===== src/rtl/uart_pkg.sv =====
// Shared UART definitions: config register map, parity encodings, transmitter
// state encoding and the default bit period. Used by uart_tx and uart_baud_cnt.
package uart_pkg;

    // Clock cycles per serial bit (16x oversampling on the receive side).
    localparam int UART_BIT_CLKS = 16;

    // Data bits per frame; fixed.
    localparam int UART_DATA_W = 8;

    // Config register addresses, common to transmitter and receiver.
    localparam logic [3:0] UART_ADDR_PARITY = 4'h5;
    localparam logic [3:0] UART_ADDR_STOP   = 4'h6;

    // Parity mode encodings held in the parity config register.
    typedef enum logic [1:0] {
        PAR_NONE = 2'b00,
        PAR_EVEN = 2'b01,
        PAR_ODD  = 2'b10,
        PAR_MARK = 2'b11
    } parity_mode_t;

    // Transmitter frame sequencer states.
    typedef enum logic [2:0] {
        TX_IDLE   = 3'd0,
        TX_START  = 3'd1,
        TX_DATA   = 3'd2,
        TX_PARITY = 3'd3,
        TX_STOP   = 3'd4
    } tx_state_t;

    // Parity bit sent for a byte under the given mode. PAR_NONE returns 0,
    // but the sequencer never emits a parity bit in that mode.
    function automatic logic parity_bit(input parity_mode_t mode,
                                        input logic [UART_DATA_W-1:0] data);
        logic p;
        case (mode)
            PAR_EVEN: p = ^data;
            PAR_ODD:  p = ~^data;
            PAR_MARK: p = 1'b1;
            default:  p = 1'b0;
        endcase
        return p;
    endfunction

endpackage


===== src/rtl/uart_baud_cnt.sv =====
// Bit-period counter. Counts 0..BIT_CLKS-1 while enabled and wraps; tick_o is
// high during the last cycle of each bit period. clr_i holds the count at 0
// so the first period after release is a full BIT_CLKS cycles long.
module uart_baud_cnt
    import uart_pkg::*;
#(
    parameter int BIT_CLKS = UART_BIT_CLKS
) (
    input  logic clk_i,
    input  logic rst_i,
    input  logic clr_i,
    input  logic en_i,
    output logic tick_o
);

    localparam int CNT_W = (BIT_CLKS > 1) ? $clog2(BIT_CLKS) : 1;
    localparam logic [CNT_W-1:0] CNT_MAX = CNT_W'(BIT_CLKS - 1);

    logic [CNT_W-1:0] cnt_q;
    logic [CNT_W-1:0] cnt_d;

    assign tick_o = en_i && (cnt_q == CNT_MAX);

    // Next count: clear wins, otherwise advance and wrap on the tick.
    always_comb begin
        cnt_d = cnt_q;
        if (clr_i) begin
            cnt_d = '0;
        end else if (en_i) begin
            cnt_d = tick_o ? '0 : cnt_q + 1'b1;
        end
    end

    // Count register with synchronous reset.
    always_ff @(posedge clk_i) begin
        if (rst_i) begin
            cnt_q <= '0;
        end else begin
            cnt_q <= cnt_d;
        end
    end

endmodule


===== src/rtl/uart_tx.sv =====
// UART transmitter. Serialises bytes as start, 8 data bits LSB first,
// optional parity, then 1 or 2 stop bits. Frame format comes from the
// shared config register map (parity at 0x5, stop bits at 0x6).
//
// Build option UART_TX_FIFO_EN: when defined the single holding register is
// replaced by a 4-entry FIFO; otherwise one byte can be buffered.
//
// Handshakes: a transfer happens on a rising edge where valid and ready are
// both high; ready never depends on valid, and a writer keeps valid (and its
// data) stable until that edge. This holds for in_valid/in_ready and for
// c_valid/c_ready.
//
// Note: rst_n is an active-high synchronous reset despite its name.
// tx is registered, so the line follows the state by one cycle and is
// glitch-free; the first start-bit cycle is two edges after acceptance.
module uart_tx
    import uart_pkg::*;
#(
    parameter int BIT_CLKS = UART_BIT_CLKS,
    parameter int DATA_W   = UART_DATA_W
) (
    input  logic              clk,
    input  logic              rst_n,
    input  logic [DATA_W-1:0] in_data,
    input  logic              in_valid,
    output logic              in_ready,
    input  logic              c_valid,
    input  logic [3:0]        c_addr,
    input  logic [7:0]        c_data,
    output logic              c_ready,
    output logic              tx,
    output logic              busy,
    output tx_state_t         state_o
);

    tx_state_t         state_q, state_d;
    logic [DATA_W-1:0] shift_q, shift_d;
    logic [2:0]        bit_idx_q, bit_idx_d;
    logic              stop_cnt_q, stop_cnt_d;
    logic              par_q, par_d;
    logic              tx_q, tx_d;

    parity_mode_t      parity_mode_q;
    logic              stop2_q;

    logic              bit_tick;
    logic              accept;
    logic              pop;
    logic              buf_empty;
    logic [DATA_W-1:0] buf_dout;
    logic              cfg_we;

    assign accept  = in_valid && in_ready;
    assign c_ready = (state_q == TX_IDLE) && buf_empty;
    assign cfg_we  = c_valid && c_ready;
    assign busy    = (state_q != TX_IDLE);
    assign tx      = tx_q;
    assign state_o = state_q;

    // Bit timer runs in every non-idle state and is held at zero in IDLE.
    uart_baud_cnt #(
        .BIT_CLKS (BIT_CLKS)
    ) u_baud (
        .clk_i  (clk),
        .rst_i  (rst_n),
        .clr_i  (state_q == TX_IDLE),
        .en_i   (state_q != TX_IDLE),
        .tick_o (bit_tick)
    );

`ifdef UART_TX_FIFO_EN
    logic [DATA_W-1:0] fifo_mem_q [4];
    logic [1:0]        wr_ptr_q;
    logic [1:0]        rd_ptr_q;
    logic [2:0]        count_q;

    assign in_ready  = (count_q != 3'd4);
    assign buf_empty = (count_q == 3'd0);
    assign buf_dout  = fifo_mem_q[rd_ptr_q];

    // Circular FIFO: write on accept, read on pop; both at once keep count.
    always_ff @(posedge clk) begin
        if (rst_n) begin
            wr_ptr_q <= '0;
            rd_ptr_q <= '0;
            count_q  <= '0;
        end else begin
            if (accept) begin
                fifo_mem_q[wr_ptr_q] <= in_data;
                wr_ptr_q             <= wr_ptr_q + 2'd1;
            end
            if (pop) begin
                rd_ptr_q <= rd_ptr_q + 2'd1;
            end
            case ({accept, pop})
                2'b10:   count_q <= count_q + 3'd1;
                2'b01:   count_q <= count_q - 3'd1;
                default: count_q <= count_q;
            endcase
        end
    end
`else
    logic [DATA_W-1:0] hold_q;
    logic              hold_full_q;

    assign in_ready  = !hold_full_q;
    assign buf_empty = !hold_full_q;
    assign buf_dout  = hold_q;

    // One-entry holding register: filled on accept, emptied on pop.
    always_ff @(posedge clk) begin
        if (rst_n) begin
            hold_q      <= '0;
            hold_full_q <= 1'b0;
        end else if (accept) begin
            hold_q      <= in_data;
            hold_full_q <= 1'b1;
        end else if (pop) begin
            hold_full_q <= 1'b0;
        end
    end
`endif

    // Config registers; writes only land while idle with nothing buffered,
    // so a frame never sees its format change part way through.
    always_ff @(posedge clk) begin
        if (rst_n) begin
            parity_mode_q <= PAR_NONE;
            stop2_q       <= 1'b0;
        end else if (cfg_we) begin
            if (c_addr == UART_ADDR_PARITY) begin
                parity_mode_q <= parity_mode_t'(c_data[1:0]);
            end
            if (c_addr == UART_ADDR_STOP) begin
                stop2_q <= c_data[0];
            end
        end
    end

    // Frame sequencer next state, shift/parity loading and line level.
    always_comb begin
        state_d    = state_q;
        shift_d    = shift_q;
        bit_idx_d  = bit_idx_q;
        stop_cnt_d = stop_cnt_q;
        par_d      = par_q;
        pop        = 1'b0;
        tx_d       = 1'b1;

        case (state_q)
            TX_IDLE: begin
                tx_d = 1'b1;
                if (!buf_empty) begin
                    pop        = 1'b1;
                    shift_d    = buf_dout;
                    par_d      = parity_bit(parity_mode_q, buf_dout);
                    bit_idx_d  = 3'd0;
                    stop_cnt_d = 1'b0;
                    state_d    = TX_START;
                end
            end

            TX_START: begin
                tx_d = 1'b0;
                if (bit_tick) begin
                    state_d = TX_DATA;
                end
            end

            TX_DATA: begin
                tx_d = shift_q[0];
                if (bit_tick) begin
                    shift_d   = {1'b0, shift_q[DATA_W-1:1]};
                    bit_idx_d = bit_idx_q + 3'd1;
                    if (bit_idx_q == 3'd7) begin
                        state_d = (parity_mode_q != PAR_NONE) ? TX_PARITY : TX_STOP;
                    end
                end
            end

            TX_PARITY: begin
                tx_d = par_q;
                if (bit_tick) begin
                    state_d = TX_STOP;
                end
            end

            TX_STOP: begin
                tx_d = 1'b1;
                if (bit_tick) begin
                    if (stop2_q && !stop_cnt_q) begin
                        stop_cnt_d = 1'b1;
                    end else begin
                        stop_cnt_d = 1'b0;
                        if (!buf_empty) begin
                            // Back-to-back: next start bit follows with no gap.
                            pop       = 1'b1;
                            shift_d   = buf_dout;
                            par_d     = parity_bit(parity_mode_q, buf_dout);
                            bit_idx_d = 3'd0;
                            state_d   = TX_START;
                        end else begin
                            state_d = TX_IDLE;
                        end
                    end
                end
            end

            default: begin
                state_d = TX_IDLE;
            end
        endcase
    end

    // Sequencer registers and registered line output.
    always_ff @(posedge clk) begin
        if (rst_n) begin
            state_q    <= TX_IDLE;
            shift_q    <= '0;
            bit_idx_q  <= '0;
            stop_cnt_q <= 1'b0;
            par_q      <= 1'b0;
            tx_q       <= 1'b1;
        end else begin
            state_q    <= state_d;
            shift_q    <= shift_d;
            bit_idx_q  <= bit_idx_d;
            stop_cnt_q <= stop_cnt_d;
            par_q      <= par_d;
            tx_q       <= tx_d;
        end
    end

endmodule


===== config.mk =====
export PLATFORM = sky130hd
export DESIGN_NAME = uart_tx
export DESIGN_NICKNAME = d
export VERILOG_FILES = /design/src/rtl/uart_pkg.sv /design/src/rtl/uart_baud_cnt.sv /design/src/rtl/uart_tx.sv
export SDC_FILE = /design/constraint.sdc
export NUM_CORES = 1
export LEC_CHECK = 0
export ABC_AREA = 1
export BUFFER_PORTS_ARGS = -buffer_cell sky130_fd_sc_hd__buf_2
export CORE_MARGIN = 2
export CORE_UTILIZATION = 31
export DETAILED_ROUTE_END_ITERATION = 6
export SYNTH_ARGS = -nofsm -noshare
export SYNTH_HDL_FRONTEND = slang
export SYNTH_HIERARCHICAL = 1
export SYNTH_SLANG_ARGS = --single-unit

===== constraint.sdc =====
create_clock -name clk -period 4.42 [get_ports clk]
set_clock_uncertainty 0.05 [all_clocks]
set_input_delay 1.326 -clock clk [delete_from_list [all_inputs] [get_ports clk]]
set_output_delay 1.326 -clock clk [all_outputs]
set_load 0.02 [all_outputs]

# ---- After elaboration in Yosys (flattened, before gate mapping)
# Index checks and enable logic that the tools add are counted.
dict set report totals {
  input_bits 24
  wordCells 90
  ff_bits 33
  output_inout_bits 7
}
dict set report op_classes {
  eq_ne 18
  addsub 2
  mux 37
  n_reduce_logical 22
}
# cell n
set op_table {}
lappend op_table {{$mux W3} 12}
lappend op_table {{$mux W8} 4}
lappend op_table {{$pmux W8 S3} 1}
lappend op_table {{$pmux W3 S5} 1}
lappend op_table {{$mux W1} 12}
lappend op_table {{$pmux W3 S3} 1}
lappend op_table {{$eq A4 B3 Y1 const B} 2}
lappend op_table {{$ne A2 B1 Y1 const B} 4}
lappend op_table {{$reduce_xnor A8 Y1} 1}
lappend op_table {{$reduce_xor A8 Y1} 1}
lappend op_table {{$reduce_and A7 Y1} 1}
lappend op_table {{$eq A3 B2 Y1 const B} 2}
lappend op_table {{$eq A3 B3 Y1 const B} 2}
lappend op_table {{$ne A2 B2 Y1 const B} 3}
lappend op_table {{$pmux W1 S2} 3}
lappend op_table {{$pmux W1 S3} 2}
lappend op_table {{$reduce_and A3 Y1} 2}
lappend op_table {{$reduce_bool A2 Y1} 3}
lappend op_table {{$reduce_bool A3 Y1} 2}
lappend op_table {{$logic_and A1 B1 Y1} 5}
lappend op_table {{$add A4 B1 Y4 const B} 1}
lappend op_table {{$eq A2 B2 Y1 const B} 2}
lappend op_table {{$eq A4 B4 Y1 const B} 1}
lappend op_table {{$mux W4} 1}
lappend op_table {{other kinds (8)} 10}

# ---- Depth between registers and ports, before layout
dict set report depth {
  ltp_word 7
  mapped_depth 11
  mapped_depth_nobuf 11
}

# ---- Hierarchy
# The synthesis kept the hierarchy.
# mod area_per_inst_um2 n_inst cells_each
set by_module_without_submodules {}
lappend by_module_without_submodules {uart_tx 1477.7 1 228}
lappend by_module_without_submodules {uart_baud_cnt 197.7 1 29}

# ---- Least setup slack after synthesis
# No wires, ideal clock.
dict set report synth_timing {
  path_kind {register -> output}
  startpoint {reg state_q[0], in the netlist state_o[0]}
  endpoint {out c_ready}
  path_buffers 0
  stages_incl_launch_ff 4
  path_slack_ps 1904
  t_arrival_ps 1140
  cell_sequence {dfxtp_1 nor2_4 nand2_2 nor2_1}
}
dict set report synth_between {
  elab_chain_len 2
}
# item line
set synth_rtl {}
lappend synth_rtl {{start: declaration} uart_tx.sv:36} ;# tx_state_t state_q, state_d;
lappend synth_rtl {{start signal: assignment} uart_tx.sv:225} ;# state_q <= state_d;
lappend synth_rtl {{$logic_not A3 Y1} uart_tx.sv:54} ;# assign c_ready = (state_q == TX_IDLE) && buf_empty;
lappend synth_rtl {{$logic_and A1 B1 Y1} uart_tx.sv:54}
lappend synth_rtl {{end: declaration} uart_tx.sv:30} ;# output logic c_ready,
# Every way passes these cells.

# ---- Final worst setup path
dict set report layout_timing {
  startpoint {reg state_q[2], in the netlist state_o[2]}
  endpoint {out c_ready}
}
# The elaborated chain is that of the path after synthesis.

==> results.cfg <==
[timing]
rsz0062_at_grt = no
worst_pin_slew_ps = 664
finalHoldViolations = 0
max_freq_mhz = 358
post-route-period-util_pct = 63.2
setup_viol = 0
relSlewSlack_pct = 55.7
setup_tns_ps = 0
finalMaxSlewViolations = 0
final.min_clock_period_ps = 2800

[yosys]
synth_top_area_share_pct = 39.4
synth_area_leaders = dfxtp_1 (39%), nand2_1 (14%), nor2_1 (9.6%)
syn-num-nets = 284
yosysMostFrequentCell = nand2_1
synthArstFlopShare_pct = 0
ys_ff_latch = 33
synth_flop_cell = dfxtp_1
synth-edff-count = 0
yosysTopAreaCell = dfxtp_1
synthTopCellsByCount = nand2_1 (63), nor2_1 (43), dfxtp_1 (33)
synth_area_um2 = 1680
ys_types = 23
ys.warnings.count = 6
synth_area_per_cell_um2 = 6.52
ys_seq_area_share_pct = 39.4
synth_cells = 257

[clock_tree]
cts_tree = yes
cts_hold_buf = 0
clock-sinks = 33
cts.repair.resized = 0
cts_buffers = 5
h-tree-depth = 2
clkLatencyLatePin_ps = 280
root_buffer = clkbuf_8
clkSlewWorstSetupHoldPaths_ps = 70
max-clock-path-buffers = 2
postCtsSetupBuffers = 0

[pwr]
pwr-share-seq_pct = 39.9
p_total_uw = 994
switchingPower_uw = 385
combPwrFrac_pct = 35.0
ir_worst_vdd_mv = 0.177
powerDensity_nw_per_um2 = 505
p_leak_nw = 0.901
p_sw_share_pct = 38.7
pwr-share-clk_pct = 25.1
internal-power_uw = 609

[worst_setup_path]
crit_type = reg2out
cp.required_ps = 3040
crit_path_end_kind = primary output
critical_path.cell_chain = inv_1 > nand2_2 > nor2_1 > buf_2
crit_path_max_fanout = 9
arrival_ps = 1420
crit_start = state_o[2]$_SDFFE_PP0P_
reg2reg_from = state_o[2]$_SDFFE_PP0P_
start_kind = register
crit_path_max_incr_delay_ps = 350
crit_slowest_cell = dfxtp_1

[finish]
syn2layout_area_growth_pct = 17.5
final_layout_size_suffix_gt1_share_pct = 15.8
final_area_um2 = 1970
final_util_pct = 38.1
regArea_um2 = 661
fill_cells = 574
fin_nets = 311
diodes = 0
multi_input_area_um2 = 878

[global_routing]
antenna_found_initial = 0
grt_pass1_vias = 1437
grt_usage_pct = 13.4
grt_pass1_wl_mm = 6.42
grt_overflow = 0
grt_max_degree = 25

[placement]
globalplace.congestion = 0.789
place_area_um2 = 1870
port_buffers = 24
dp_hpwl_mm = 2.72

[route]
vias_per_cell = 4.51
ant_nets = 0
wl_per_cell_um = 10.3
route.vias.total = 1600
route.detailed.drc = 0
dr.first_iter.drc_count = 87
wirelength_mm = 3.67
first_pass_iters = 4

[min_path]
hp-class = reg2reg
hp-start = bit_idx_q[1]$_SDFFE_PP0P_

[floorplan]
rows = 26
core_area_um2 = 5170
dieArea_um2 = 6010
start_util_pct = 32.4
pin_count = 31
chipWidth_um = 77.5
dieHeight_um = 77.5

[outcome]
status = finished, final reports clean

[flow_run]
cap_violations = 0
## cells in the final DEF, fill, tap and decap left out, drive strengths merged
cell / instances
nor3: 4
clkbuf: 7
ha: 3
o21ai: 35
nor2b: 1
inv: 31
nand4: 4
nand2: 68
dfxtp: 33
nand3: 10
or2: 1
a21oi: 14
buf: 24
clkinv: 2
a211oi: 1
nor2: 47
## path summary, 6_finish.rpt
check | slack (ps) | end | cells past startpoint
hold / removal | 420 | bit_idx_q[1]$_SDFFE_PP0P_ | 2
hold reg to reg | 420 | bit_idx_q[1]$_SDFFE_PP0P_ | 2
setup reg to reg | 2440 | shift_q[6]$_SDFFE_PP0P_ | 9
setup / recovery | 1620 | c_ready | 4
## critical path: cells and delay by family (launching register included)
kind,cells,cell delay (ps)
and+or+nand+nor,2,380
DFF,1,350
buffers and inverters,2,400
## logic make-up (layout without fill, tap and decap cells)
logic type	Yosys count	count (layout)	share of synthesized area [%]
adder cells (fa/ha/maj)	3	3	2.24
AO/OA/AOI/OAI	50	50	15.1
flip-flops	33	33	39.4
AND/OR/NAND/NOR	135	135	35.1
buffers and inverters	36	64	8.14
## stage by stage
| step | hold slack [ps] | worst slack, ps | instances |
|---|---|---|---|
| floorplan | 382 | 1900 | 257 |
| global placement | 404 | 1900 | 347 |
| detailed placement | 417 | 1930 | 347 |
| CTS | 425 | 1640 | 355 |
| global route | 456 | 1510 | 355 |
| finish | 421 | 1620 | 355 |
## per-layer routing
layer	vias up	global-route usage, %	share of wire [%]
li1	872	-	-
met1	694	17.5	51
met2	29	21.4	44
met3	5	3.14	3.5
met4	0	5.36	1.7
met5	-	0	0
## power groups by stage
stage          clock network, mW  registers (mW)  logic [mW]
3_3_place_gp                   0           0.401       0.347
3_5_place_dp                   0           0.402       0.349
6_report                   0.249           0.397       0.348
2_1_floorplan                  0           0.408       0.257
4_1_cts                    0.259           0.396       0.350
5_1_grt                    0.272           0.404       0.406
## flip-flops by register name, summed over array words and instances (netlist names)
| register | count |
|---|---|
| stop2_q | 1 |
| state_o | 3 |
| bit_idx_q | 3 |
| par_q | 1 |
| shift_q | 8 |
| u_baud/cnt_q | 4 |
| hold_full_q | 1 |
| stop_cnt_q | 1 |
| tx | 1 |
| parity_mode_q | 2 |
| buf_dout | 8 |
## cell type report
cell class,instances,share of cell area [%]
Multi-Input combinational cell,188,44.6
Sequential cell,33,33.6
Timing Repair Buffer,24,6.10
Inverter,32,6.10
Clock buffer,7,4.90
Tap cell,70,4.45
Clock inverter,1,0.254
Note: power is estimated with default switching activity, not from simulation.
